File: src/rtl/pingpang_tx.sv
// -----------------------------------------------------------------------------
// pingpang_tx
//   Transmit-side producer for the double-channel ping-pong buffer. Two
//   upstream valid/ready streams (A and B) are arbitrated in bursts of up to
//   BURST words. Every channel change toggles `switch` and is followed by a
//   GUARD-cycle idle window, so the buffer's two-flop switch resync never
//   samples data while the channel select is moving.
//
// Parameters
//   DW     data width of every data port
//   BURST  max words on one channel before a pending other channel is granted (>=1)
//   GUARD  idle cycles after a switch toggle before data resumes (>=2)
//
// Ports
//   clk, rst            rising-edge clock, asynchronous active-high reset
//   a_valid/a_data/a_ready   channel A upstream handshake
//   b_valid/b_data/b_ready   channel B upstream handshake
//   data_en             registered strobe, one per transmitted word
//   data_in_a/data_in_b registered word for the channel it was accepted on
//   switch              registered channel select, 0 = A, 1 = B
//   busy                registered, high whenever the FSM is not idle
//
// Optional build macro PINGPANG_TX_STAT_EN adds statistics outputs:
//   cnt_a, cnt_b (32b) strobes per channel; sw_cnt (16b) switch toggles.
// -----------------------------------------------------------------------------
module pingpang_tx #(
  parameter int DW    = 16,
  parameter int BURST = 4,
  parameter int GUARD = 2
) (
  input  logic          clk,
  input  logic          rst,
  input  logic          a_valid,
  input  logic [DW-1:0] a_data,
  output logic          a_ready,
  input  logic          b_valid,
  input  logic [DW-1:0] b_data,
  output logic          b_ready,
  output logic          data_en,
  output logic [DW-1:0] data_in_a,
  output logic [DW-1:0] data_in_b,
  output logic          switch,
  output logic          busy
`ifdef PINGPANG_TX_STAT_EN
  ,
  output logic [31:0]   cnt_a,
  output logic [31:0]   cnt_b,
  output logic [15:0]   sw_cnt
`endif
);

  localparam int BCW = $clog2(BURST) + 1;
  localparam int GCW = $clog2(GUARD) + 1;
  localparam logic [BCW-1:0] BURST_LAST = BCW'(BURST - 1);
  localparam logic [GCW-1:0] GUARD_LAST = GCW'(GUARD - 1);

  typedef enum logic [1:0] {
    S_IDLE  = 2'd0,
    S_SEND  = 2'd1,
    S_GUARD = 2'd2
  } state_e;

  state_e         state_q, state_d;
  logic           switch_q, switch_d;
  logic [BCW-1:0] burst_q, burst_d;
  logic [GCW-1:0] guard_q, guard_d;
  logic           data_en_q;
  logic [DW-1:0]  data_in_a_q, data_in_b_q;
  logic           busy_q;

  logic cur_valid, oth_valid;
  logic accept, toggle;

  // "Current" is whatever channel switch currently selects.
  assign cur_valid = switch_q ? b_valid : a_valid;
  assign oth_valid = switch_q ? a_valid : b_valid;

  // Ready depends only on state and switch, never on valid.
  assign a_ready = (state_q == S_SEND) && !switch_q;
  assign b_ready = (state_q == S_SEND) &&  switch_q;

  always_comb begin
    // NOTE: every signal written here gets a default first, so no path can
    // leave one unassigned and infer a latch.
    state_d  = state_q;
    switch_d = switch_q;
    burst_d  = burst_q;
    guard_d  = guard_q;
    accept   = 1'b0;
    toggle   = 1'b0;

    unique case (state_q)
      S_IDLE: begin
        if (cur_valid) begin
          state_d = S_SEND;
        end else if (oth_valid) begin
          toggle  = 1'b1;
          guard_d = '0;
          state_d = S_GUARD;
        end
      end

      S_SEND: begin
        if (cur_valid) begin
          accept = 1'b1;
          if (burst_q == BURST_LAST) begin
            // Burst complete: hand over only if the other side is waiting,
            // otherwise keep streaming on this channel.
            burst_d = '0;
            if (oth_valid) begin
              toggle  = 1'b1;
              guard_d = '0;
              state_d = S_GUARD;
            end
          end else begin
            burst_d = burst_q + BCW'(1);
          end
        end else if (oth_valid) begin
          toggle  = 1'b1;
          burst_d = '0;
          guard_d = '0;
          state_d = S_GUARD;
        end else begin
          state_d = S_IDLE;
        end
      end

      S_GUARD: begin
        // The toggle is already committed; SEND is entered regardless of
        // whether the new channel is still valid.
        if (guard_q == GUARD_LAST) begin
          guard_d = '0;
          state_d = S_SEND;
        end else begin
          guard_d = guard_q + GCW'(1);
        end
      end

      default: state_d = S_IDLE;
    endcase

    if (toggle) switch_d = ~switch_q;
  end

  always_ff @(posedge clk or posedge rst) begin
    if (rst) begin
      state_q     <= S_IDLE;
      switch_q    <= 1'b0;
      burst_q     <= '0;
      guard_q     <= '0;
      data_en_q   <= 1'b0;
      data_in_a_q <= '0;
      data_in_b_q <= '0;
      busy_q      <= 1'b0;
    end else begin
      // NOTE: non-blocking assignments so every register samples pre-edge
      // values, independent of statement order.
      state_q   <= state_d;
      switch_q  <= switch_d;
      burst_q   <= burst_d;
      guard_q   <= guard_d;
      data_en_q <= accept;
      busy_q    <= (state_d != S_IDLE);
      // The word lands on the port of the channel it was accepted from, even
      // when switch flips on this same edge; the other port holds.
      if (accept && !switch_q) data_in_a_q <= a_data;
      if (accept &&  switch_q) data_in_b_q <= b_data;
    end
  end

  assign data_en   = data_en_q;
  assign data_in_a = data_in_a_q;
  assign data_in_b = data_in_b_q;
  assign switch    = switch_q;
  assign busy      = busy_q;

`ifdef PINGPANG_TX_STAT_EN
  logic [31:0] cnt_a_q, cnt_b_q;
  logic [15:0] sw_cnt_q;

  always_ff @(posedge clk or posedge rst) begin
    if (rst) begin
      cnt_a_q  <= '0;
      cnt_b_q  <= '0;
      sw_cnt_q <= '0;
    end else begin
      if (accept && !switch_q) cnt_a_q  <= cnt_a_q + 32'd1;
      if (accept &&  switch_q) cnt_b_q  <= cnt_b_q + 32'd1;
      if (toggle)              sw_cnt_q <= sw_cnt_q + 16'd1;
    end
  end

  assign cnt_a  = cnt_a_q;
  assign cnt_b  = cnt_b_q;
  assign sw_cnt = sw_cnt_q;
`endif

endmodule

File: config.mk
export PLATFORM = sky130hd
export DESIGN_NAME = pingpang_tx
export DESIGN_NICKNAME = d
export VERILOG_FILES = /design/src/rtl/pingpang_tx.sv
export SDC_FILE = /design/constraint.sdc
export NUM_CORES = 1
export LEC_CHECK = 0
export ABC_AREA = 1
export BUFFER_PORTS_ARGS = -buffer_cell sky130_fd_sc_hd__buf_2
export CAP_MARGIN = 25
export CORE_UTILIZATION = 49
export CTS_CLUSTER_DIAMETER = 200
export DETAILED_ROUTE_END_ITERATION = 8
export GPL_TIMING_DRIVEN = 0
export PLACE_DENSITY = 0.81
export SETUP_SLACK_MARGIN = 0.2
export SLEW_MARGIN = 20
export SYNTH_ARGS = -nofsm -noshare
export SYNTH_HDL_FRONTEND = slang
export SYNTH_SLANG_ARGS = --single-unit
export TNS_END_PERCENT = 50
File: constraint.sdc
create_clock -name clk -period 2.8 [get_ports clk]
set_clock_uncertainty 0.2 [all_clocks]
set_input_delay 0.7 -clock clk [delete_from_list [all_inputs] [get_ports clk]]
set_output_delay 0.7 -clock clk [all_outputs]
set_load 0.02 [all_outputs]
==> metrics.md, run 1 <==
| Metric | Value |
|---|---|
| Status | `completed` |
| Worst path most repeated cell | `buf_2` |
| Post-synth top cells | `nand2_1 (87), dfrtp_1 (42), nand3_1 (37)` |
| Final worst slack | `between 0.2 and 0.3 ns` |
| Pwr/cell area | `1170 nW/um^2` |
| CTS Buf Count | `5` |
| Post-Syn Nets | `around 240` |
| Library cells used by synthesis | `18` |
| Worst-Skew Late Latency | `0.36 ns` |
| Buffers & Inverters on Critical Path | `4` |
| CTS tree | `done` |
| Initial antenna violation count | `0` |
| Leak pwr | `1.37 nW` |
| Setup bufs post-CTS | `0` |
| Mux share of post-synthesis cell area | `0.561%` |
| Simple-gate share of the synthesized area | `31.3%` |
| Core Footprint | `3420 sq um` |
| CTS clk-pin slew, worst paths | `roughly 0.13 ns` |
| Type of the worst setup path | `flip-flop to primary output` |
| WP data required | `1.90 ns` |
| Port bufs | `72` |
| Die ar. | `3890 sq um` |
| Mean area per synthesized cell | `8.62 sq um` |
| CTS H-tree depth | `2` |
| Area of placed instances | `2220 sq um` |
| Crit end category | `primary output` |
| Worst path cell trace | `inv_2, buf_2, clkbuf_2, nor2_1, buf_2` |
| Worst path top cell family by delay | `buffers and inverters` |
| Post-route design area | `about 2300 sq um` |
| Slowest stage cell, crit path | `dfrtp_1` |
| Share of layout cells above drive strength 1 | `31.7%` |
| GRT overflow | `0` |
| Die Y | `62.3 microns` |
| Max-slew headroom | `74.1%` |
| Hold_ws | `0.100 ns` |
| Peak Freq | `0.395 GHz` |
| Antenna-violating nets left | `0` |
| Max-cap violations | `0` |
| Vias in the first global route | `1513` |
| Root Driver | `clkbuf_4` |
| Synth top area share | `58.9%` |
| Worst reg2reg endpoint | `data_in_a[1]` |
| DIE WIDTH | `~62 microns` |
| Area growth, synth to finish | `28.6%` |
| Post-route minimum period | `2.53 ns` |
| Setup TNS Final | `0 ns` |
| Most numerous cell in the Yosys netlist | `nand2_1` |
| Period utilization | `about nine tenths` |
| Initial DRT Pass Iterations | `5` |
| CP Launch Point | `switch` |
| #FFs+latches synth | `42` |
| Crit path DAT | `around 1.6 ns` |
| Final Setup Violations | `0` |
| All-Layer GR Usage | `22.8%` |
| IO Count | `73` |
| Max VDD drop | `approximately 0.58 mV` |
| Post-route DRC | `0` |
| First-pass GRT wire length | `~6.7 mm` |
| Cells after Synth | `just over 200` |
| Adder-cell area share of the yosys netlist | `less than 1%` |
| Sequential fraction of the synthesis area | `approximately three fifths` |
| RD Place Congestion | `between 0.8 and 0.9` |
| Netlist Area Pre-Place | `1780 sq um` |
| Complex-gate fraction of the synthesized area | `1.82%` |
| Post-Synth XOR/XNOR Area | `0.491%` |
| CTS max path bufs | `2` |
| Rows | `21` |
| Non-Filler Instances | `333` |
| CP Max Fanout | `10` |
| Synth Flop Type | `dfrtp_1` |
| N_diodes | `0` |
| Detailed placement HPWL | `2.90 mm` |
| Area leader, netlist | `dfrtp_1` |
| DR iter-0 viols | `91` |
| Dpl ws | `0.513 ns` |
| Slew Limit Fails | `0` |
| Via count | `1584` |
| Initial Utilization | `between 50% and 60%` |
| Vias per cell | `approximately 4.8` |
| Worst Tran Pin Value | `slightly below 0.4 ns` |
| RSZ-0062 raised after global routing | `yes` |
| Placed cell count | `326` |
| Largest net degree at the start of global routing | `26` |
| Ys async rst share | `100%` |
| Final hold vios | `0` |
| CP max stage delay | `0.47 ns` |
| FF-to-FF setup slack | `~1.1 ns` |
| Area contributors post-synth | `dfrtp_1 (59%), nand2_1 (18%), nand3_1 (10%)` |
| CTS hold repair buffers | `0` |
| Startpoint types | `flip-flop` |
| Worst hold-check path type | `primary input to asynchronous set/reset pin` |
| DRT Wirelength | `approximately 3.9 mm` |
| NumNets Final | `about 320` |
| Synth warnings | `0` |
| R2R depth | `6` |
| Reg2reg start | `switch` |
| Drt wl/cell | `11.7 microns` |
| Largest family of logic cells by synthesized area | `simple AND/OR/NAND/NOR gates` |
| Sink Count | `42` |
| Post-synth EDFFs | `0` |
timing repair:
action,4_1_cts,5_1_grt
hold endpoints to repair,0,0
resized for setup,1,0
setup endpoints to repair,1,2
power breakdown:
part	internal (mW)	switching, mW
combinational	0.424	0.860
sequential	0.868	0.146
clock	0.190	0.196
per-layer routing:
| metal | vias up | GRT usage, % | wire [microns] |
|---|---|---|---|
| met3 | 12 | 5.88 | 208 |
| met5 | - | 0 | 0 |
| met4 | 0 | 12.2 | 133 |
| li1 | 809 | - | - |
| met1 | 707 | 27.9 | 1770 |
| met2 | 56 | 37.0 | 1800 |
cell type report:
class	count	area [sq um]
flip-flops and latches	42	1050
clock inverters	1	30.0
multi-input cells	143	622
plain buffers	9	63.8
repair buffers	73	380
fillers	300	1120
inverters	12	45.0
well taps	46	57.6
clock buffers	7	45.0
logic make-up after synthesis:
logic type,after synthesis
mux,1
compound gates,6
simple gates,134
buf+inv,22
flops,42
xor+xnor,1
fa+ha+maj,1
state kept, by name, indices dropped and copies added, names as in the netlist:
register	flops
switch	1
busy	1
burst_q	3
data_in_a	16
data_en	1
guard_q	2
data_in_b	16
state_q	2
cells in the final DEF (no fill, tap or decap), drive strengths merged:
cell	Yosys	final
inv	12	12
nor2	8	8
a21boi	1	1
xor2	1	1
dfrtp	42	42
a21oi	1	1
nor3	1	1
bufinv	0	1
clkbuf	2	8
o21ai	4	4
buf	8	81
nand3	37	37
ha	1	1
nand2	88	88
mux2i	1	1
worst max path at each step:
stage          slack, ns  cells after the start      endpoint
2_1_floorplan       0.65                      4       b_ready
3_3_place_gp        0.39                      2  data_in_b[7]
3_5_place_dp        0.51                      5       b_ready
4_1_cts             0.21                      4       a_ready
5_1_grt             0.17                      5       b_ready
6_report            0.27                      5       b_ready
metrics by stage:
stage,power (mW),utilization [%]
3_5_place_dp,2.32,65.1
3_3_place_gp,2.28,64.5
5_1_grt,2.90,67.2
6_report,2.68,67.2
4_1_cts,2.70,67.3
2_1_floorplan,1.89,-
No activity file was read; power rests on OpenSTA's default activity.
==> run 2: changes to the inputs <==
--- a/config.mk
+++ b/config.mk
@@ -5,14 +5,13 @@
 export SDC_FILE = /design/constraint.sdc
 export NUM_CORES = 1
 export LEC_CHECK = 0
-export ABC_AREA = 1
 export BUFFER_PORTS_ARGS = -buffer_cell sky130_fd_sc_hd__buf_2
 export CAP_MARGIN = 25
 export CORE_UTILIZATION = 49
 export CTS_CLUSTER_DIAMETER = 200
 export DETAILED_ROUTE_END_ITERATION = 8
 export GPL_TIMING_DRIVEN = 0
-export PLACE_DENSITY = 0.81
+export PLACE_DENSITY = 0.82
 export SETUP_SLACK_MARGIN = 0.2
 export SLEW_MARGIN = 20
 export SYNTH_ARGS = -nofsm -noshare
==> run 2 against run 1 <==
First-iteration DRC count down 68%; flip-flop and latch count is the same; power down 1.8%; sequential share of layout area increased by 1.3 points.
==> metrics.md, run 2 <==
| Metric | Value |
|---|---|
| Status | `completed` |
| Max-cap violations | `0` |
| Peak Freq | `between 0.4 and 0.5 GHz` |
| CP Max Fanout | `9` |
| CTS max path bufs | `2` |
| Mean area per synthesized cell | `15.0 sq um` |
| Sequential fraction of the synthesis area | `between 60% and 70%` |
| GRT overflow | `0` |
| Post-route minimum period | `2.29 ns` |
| Sink Count | `42` |
| Reg area | `1050 sq um` |
| Worst-Skew Late Latency | `0.34 ns` |
| CTS H-tree depth | `2` |
| RD Place Congestion | `0.755` |
| Rows | `21` |
| Ys async rst share | `100%` |
| Post-synth top cells | `dfrtp_1 (42), mux2_2 (34), nor2_1 (4), o21ai_0 (4)` |
| CTS hold repair buffers | `0` |
| Pwr/cell area | `1180 nW/um^2` |
| Synth top area share | `approximately three fifths` |
| Port bufs | `72` |
| Max-slew headroom | `72.6%` |
| Area leader, netlist | `dfrtp_1` |
| Final Setup Violations | `0` |
| Antenna-violating nets left | `0` |
| Most numerous cell in the Yosys netlist | `dfrtp_1` |
| Die Y | `approximately 61 microns` |
| Die ar. | `3740 sq um` |
| N_diodes | `0` |
| Root Driver | `clkbuf_4` |
| Worst hold-check path type | `primary input to asynchronous set/reset pin` |
| Setup bufs post-CTS | `0` |
| Core Footprint | `3340 sq um` |
| Library cells used by synthesis | `26` |
| IO Count | `73` |
| Startpoint types | `flip-flop` |
| Final Core Density | `66.9%` |
| Drt wl/cell | `between 10 and 15 microns` |
| Post-route DRC | `0` |
| Crit end category | `primary output` |
| Synth warnings | `0` |
| Area contributors post-synth | `dfrtp_1 (61%), mux2_2 (22%), buf_6 (2.0%)` |
| Multi-input logic area | `617 sq um` |
| #FFs+latches synth | `42` |
| Share of layout cells above drive strength 1 | `between 60 and 70%` |
| RSZ-0062 raised after global routing | `no` |
| CTS clk-pin slew, worst paths | `between 0.1 and 0.15 ns` |
| Via count | `1196` |
| # resized after CTS | `0` |
| Cells after Synth | `114` |
| Leak pwr | `1.12 nW` |
| Commonest non-fill, non-tap cells in the layout | `buf_2 (73), dfrtp_1 (42), mux2_2 (34), clkbuf_4 (5)` |
| DIE WIDTH | `61.1 microns` |
| NumNets Final | `231` |
| Worst Tran Pin Value | `0.411 ns` |
| Commonest non-fill, non-tap cell in the layout | `buf_2` |
| Initial antenna violation count | `0` |
| Fillcell total | `between 200 and 300` |
| Largest net degree at the start of global routing | `35` |
| Crit path DAT | `1.39 ns` |
| Initial DRT Pass Iterations | `4` |
| Slew Limit Fails | `0` |
| Synth Flop Type | `dfrtp_1` |
| Detailed placement HPWL | `2.39 mm` |
| Vias in the first global route | `1058` |
| CTS Buf Count | `5` |
| Vias per cell | `4.98` |
| DRT Wirelength | `between 3 and 4 mm` |
| Post-Syn Nets | `151` |
| Max VDD drop | `0.481 mV` |
| Period utilization | `81.9%` |
| Area growth, synth to finish | `30.3%` |
| Post-synth EDFFs | `0` |
| All-Layer GR Usage | `17.5%` |
| Setup TNS Final | `0 ns` |
| Netlist Area Pre-Place | `1710 sq um` |
| WP data required | `1.90 ns` |
| CTS tree | `done` |
| First-pass GRT wire length | `4.57 mm` |
| Final hold vios | `0` |
| Type of the worst setup path | `flip-flop to primary output` |
| Initial Utilization | `around 51%` |
| DR iter-0 viols | `29` |
==> run 2: cell types whose count changed after synthesis, moves of 2 or more <==
cell | previous run | this run
buf_6 | 1 | 3
mux2_2 | 0 | 34
inv_1 | 11 | 2
buf_4 | 5 | 0
nand3_1 | 37 | 0
nand2_1 | 87 | 1
and2_1 | 0 | 2
nand2b_1 | 0 | 3
nor2_1 | 8 | 4
clkbuf_1 | 2 | 0
==> run 2: stage by stage <==
| stage | total power, mW | instances | setup slack, ns | hold WS, ns | cell area [sq um] |
|---|---|---|---|---|---|
| after floorplan | 1.88 | 114 | 0.926 | 0.272 | 1710 |
| after global placement | 2.22 | 232 | 0.499 | 0.281 | 2130 |
| after detailed placement | 2.27 | 233 | 0.650 | 0.289 | 2150 |
| after CTS | 2.67 | 240 | 0.486 | 0.0380 | 2230 |
| after global routing | 2.81 | 240 | 0.432 | 0.0378 | 2230 |
| final | 2.63 | 240 | 0.506 | 0.0481 | 2230 |
==> run 2: logic make-up after synthesis <==
kind of cell | share of synthesized area, %
compound gates | 4.01
simple gates | 7.23
flops | 61.3
buf+inv | 2.70
mux | 23.5
fa+ha+maj | 0.730
xor+xnor | 0.511
==> run 2: cell type report <==
type	instances	share of cell area (%)
clock inverters	1	1.34
inverters	2	0.336
well taps	46	2.58
flip-flops and latches	42	47.1
clock buffers	6	2.30
plain buffers	4	1.74
multi-input cells	66	27.6
repair buffers	73	17.0
==> run 2: per-layer routing <==
layer	vias to the layer above	routed length (microns)	track usage, %
li1	556	-	-
met1	586	1230	20.2
met2	46	1610	28.4
met3	8	241	5.88
met4	0	59	10.4
met5	-	0	0
==> run 2: worst paths after layout <==
check / slack, ns / from / cells after the start / end
worst max-delay path: 0.51 / state_q[1] / 4 / b_ready
worst min-delay path: 0.05 / rst / 2 / data_in_b[10]
worst max register to register: 0.86 / state_q[1] / 5 / data_in_a[6]
worst min register to register: 0.31 / data_in_a[14] / 1 / data_in_a[14]
max in group asynchronous: 1.93 / rst / 3 / switch
min in group clk: 0.31 / data_in_a[14] / 1 / data_in_a[14]
==> run 2: report_power, final <==
part	switching (mW)	internal (mW)	total (mW)
Sequential	0.140	0.890	1.03
Combinational	0.674	0.539	1.21
Clock	0.182	0.208	0.390
Total	0.996	1.64	2.63
==> run 2: critical path: stages (launching register included) <==
cell	delay, ns
dfrtp_1	0.39
buf_6	0.13
and2b_1	0.23
and2_1	0.13
buf_2	0.16
==> run 3: changes to the inputs <==
--- a/config.mk
+++ b/config.mk
@@ -7,11 +7,11 @@
 export LEC_CHECK = 0
 export BUFFER_PORTS_ARGS = -buffer_cell sky130_fd_sc_hd__buf_2
 export CAP_MARGIN = 25
-export CORE_UTILIZATION = 49
+export CORE_UTILIZATION = 42
 export CTS_CLUSTER_DIAMETER = 200
 export DETAILED_ROUTE_END_ITERATION = 8
 export GPL_TIMING_DRIVEN = 0
-export PLACE_DENSITY = 0.82
+export PLACE_DENSITY = 0.75
 export SETUP_SLACK_MARGIN = 0.2
 export SLEW_MARGIN = 20
 export SYNTH_ARGS = -nofsm -noshare
==> constraint.sdc (replaced) <==
create_clock -name clk -period 1.9 [get_ports clk]
set_clock_uncertainty 0.2 [all_clocks]
set_input_delay 0.475 -clock clk [delete_from_list [all_inputs] [get_ports clk]]
set_output_delay 0.475 -clock clk [all_outputs]
set_load 0.02 [all_outputs]
==> run 3 against run 2 <==
Clock power increased by 72%; core utilization shrank 0.46 points; combinational power grew 87%; critical path depth did not move; worst setup slack got worse by 0.50 ns; largest cell class unchanged; largest power group unchanged.
==> metrics.md, run 3 (synthesis results as in run 2) <==
| Metric | Value |
|---|---|
| Sink Count | `42` |
| Crit path to | `b_ready` |
| Period utilization | `99.7%` |
| Via count | `1259` |
| Final hold vios | `0` |
| N_diodes | `0` |
| Worst path most repeated cell | `buf_6` |
| Comb pwr share | `50.6%` |
| Startpoint types | `flip-flop` |
| Leak pwr | `1.28 nW` |
| RD Place Congestion | `0.668` |
| Clk pwr share | `roughly 15%` |
| Die Y | `about 66 microns` |
| Area growth, synth to finish | `47.3%` |
| WP data required | `roughly 1.2 ns` |
| Root Driver | `clkbuf_8` |
| Antenna-violating nets left | `0` |
| Vias per cell | `4.92` |
| Post-route DRC | `0` |
| Die ar. | `about 4300 sq um` |
| CTS H-tree depth | `2` |
| Sequential share of power | `between 30% and 40%` |
| Worst reg2reg endpoint | `data_in_b[5]` |
| Rows | `22` |
| CTS clk-pin slew, worst paths | `about 0.080 ns` |
| FF-to-FF setup slack | `roughly 0.1 ns` |
| Peak Freq | `0.528 GHz` |
| CTS tree | `done` |
| Setup TNS Final | `0 ns` |
| IO Count | `73` |
| CP max stage delay | `0.38 ns` |
| GRT overflow | `0` |
| Commonest non-fill, non-tap cells in the layout | `buf_2 (70), dfrtp_1 (40), mux2_2 (17), mux2_4 (17), buf_6 (8)` |
| Vias in the first global route | `around 1300` |
| Status | `completed` |
| CP Launch Point | `state_q[1]` |
| Switching power | `1.63 mW` |
| Placed cell count | `235` |
| Max-cap violations | `0` |
| Worst-Skew Late Latency | `0.28 ns` |
| Sw frac | `36.5%` |
| Max VDD drop | `0.852 mV` |
| Type of the worst setup path | `flip-flop to primary output` |
| Largest net degree at the start of global routing | `32` |
| Post-route design area | `between 2000 and 3000 sq um` |
| Drt wl/cell | `about 14 microns` |
| Slowest stage cell, crit path | `dfrtp_1` |
| Final worst slack | `0.00553 ns` |
| Pwr/cell area | `1770 nW/um^2` |
| Core Footprint | `3800 sq um` |
| CTS Buf Count | `5` |
| CP Max Fanout | `3` |
| DR iter-0 viols | `45` |
| Worst path cell trace | `buf_6, and2b_1, and2_4, buf_6` |
| Worst path top cell family by delay | `flip-flops` |
| Initial Utilization | `45.1%` |
| Crit path depth | `4` |
| Final Setup Violations | `0` |
| Buffers & Inverters on Critical Path | `2` |
| Reg2reg start | `state_q[1]` |
| Crit path DAT | `between 1 and 1.5 ns` |
| Share of layout cells above drive strength 1 | `66.8%` |
| Slew Limit Fails | `0` |
| DRT Wirelength | `3.70 mm` |
| P_int | `2.83 mW` |
| Area of placed instances | `between 2000 and 2500 sq um` |
| Non-Filler Instances | `256` |
| Initial DRT Pass Iterations | `4` |
| Port bufs | `72` |
| Worst Tran Pin Value | `0.416 ns` |
| RSZ-0062 raised after global routing | `yes` |
| R2R depth | `6` |
| Post-route minimum period | `1.89 ns` |
| Initial antenna violation count | `0` |
| DIE WIDTH | `approximately 66 microns` |
| CTS max path bufs | `2` |
| Detailed placement HPWL | `2.50 mm` |
| Crit end category | `primary output` |
| First-pass GRT wire length | `between 5 and 6 mm` |
| Commonest non-fill, non-tap cell in the layout | `buf_2` |
| NumNets Final | `244` |
| Max-slew headroom | `72.0%` |
| All-Layer GR Usage | `around a fifth` |
| Worst hold-check path type | `primary input to flip-flop` |
| Dpl ws | `-0.0128 ns` |
## run 3: worst reg2reg max path, delay by kind of cell (launching register included)
family,cells,cell delay [ns]
buf+inv,3,0.53
flops,1,0.38
simple gates,2,0.30
mux,1,0.27
## run 3: what timing repair did
| action | in CTS | in global routing |
|---|---|---|
| pin swaps | 1 | 4 |
| setup endpoints to repair | 28 | 30 |
| setup buffers | 9 | 1 |
| hold endpoints to repair | 11 | 0 |
| hold buffers | 1 | 0 |
| resized for setup | 31 | 5 |
| gates cloned | 2 | 0 |
## run 3: worst min-delay path by stage
stage / start / to / cells after the start
after floorplan: burst_q[2] / burst_q[2] / 1
after global placement: data_in_b[6] / data_in_b[6] / 1
after detailed placement: rst / data_in_b[12] / 2
after CTS: b_data[5] / data_in_b[5] / 2
after global routing: a_data[0] / data_in_a[0] / 2
final: a_data[14] / data_in_a[14] / 2
## run 3: area by class of cell
class / instances / area (sq um)
multi-input cells: 66 / 712
flip-flops and latches: 42 / 1050
clock inverters: 1 / 30.0
inverters: 2 / 7.51
repair buffers: 86 / 533
well taps: 48 / 60.1
plain buffers: 4 / 52.6
clock buffers: 7 / 76.3
fillers: 281 / 1270
## run 3: power groups by stage
stage | clock, mW | combinational [mW] | sequential, mW
after floorplan | 0 | 0.785 | 2.00
after global placement | 0 | 1.78 | 1.52
after detailed placement | 0 | 1.83 | 1.54
after CTS | 0.696 | 2.21 | 1.52
after global routing | 0.735 | 2.41 | 1.57
final | 0.671 | 2.26 | 1.53
## run 3: layer usage
layer	share of wire, %	GRT usage, %
met4	0.89	8.70
met3	4.2	3.79
met5	0	0
met1	42	23.0
met2	53	31.0
## run 3: per-stage QoR
stage,power [mW],hold slack [ns],utilization (%)
after global placement,3.30,0.282,56.4
after detailed placement,3.38,0.231,56.9
after CTS,4.43,0.209,65.8
after floorplan,2.79,0.272,-
final,4.46,0.220,66.5
after global routing,4.71,0.213,66.5
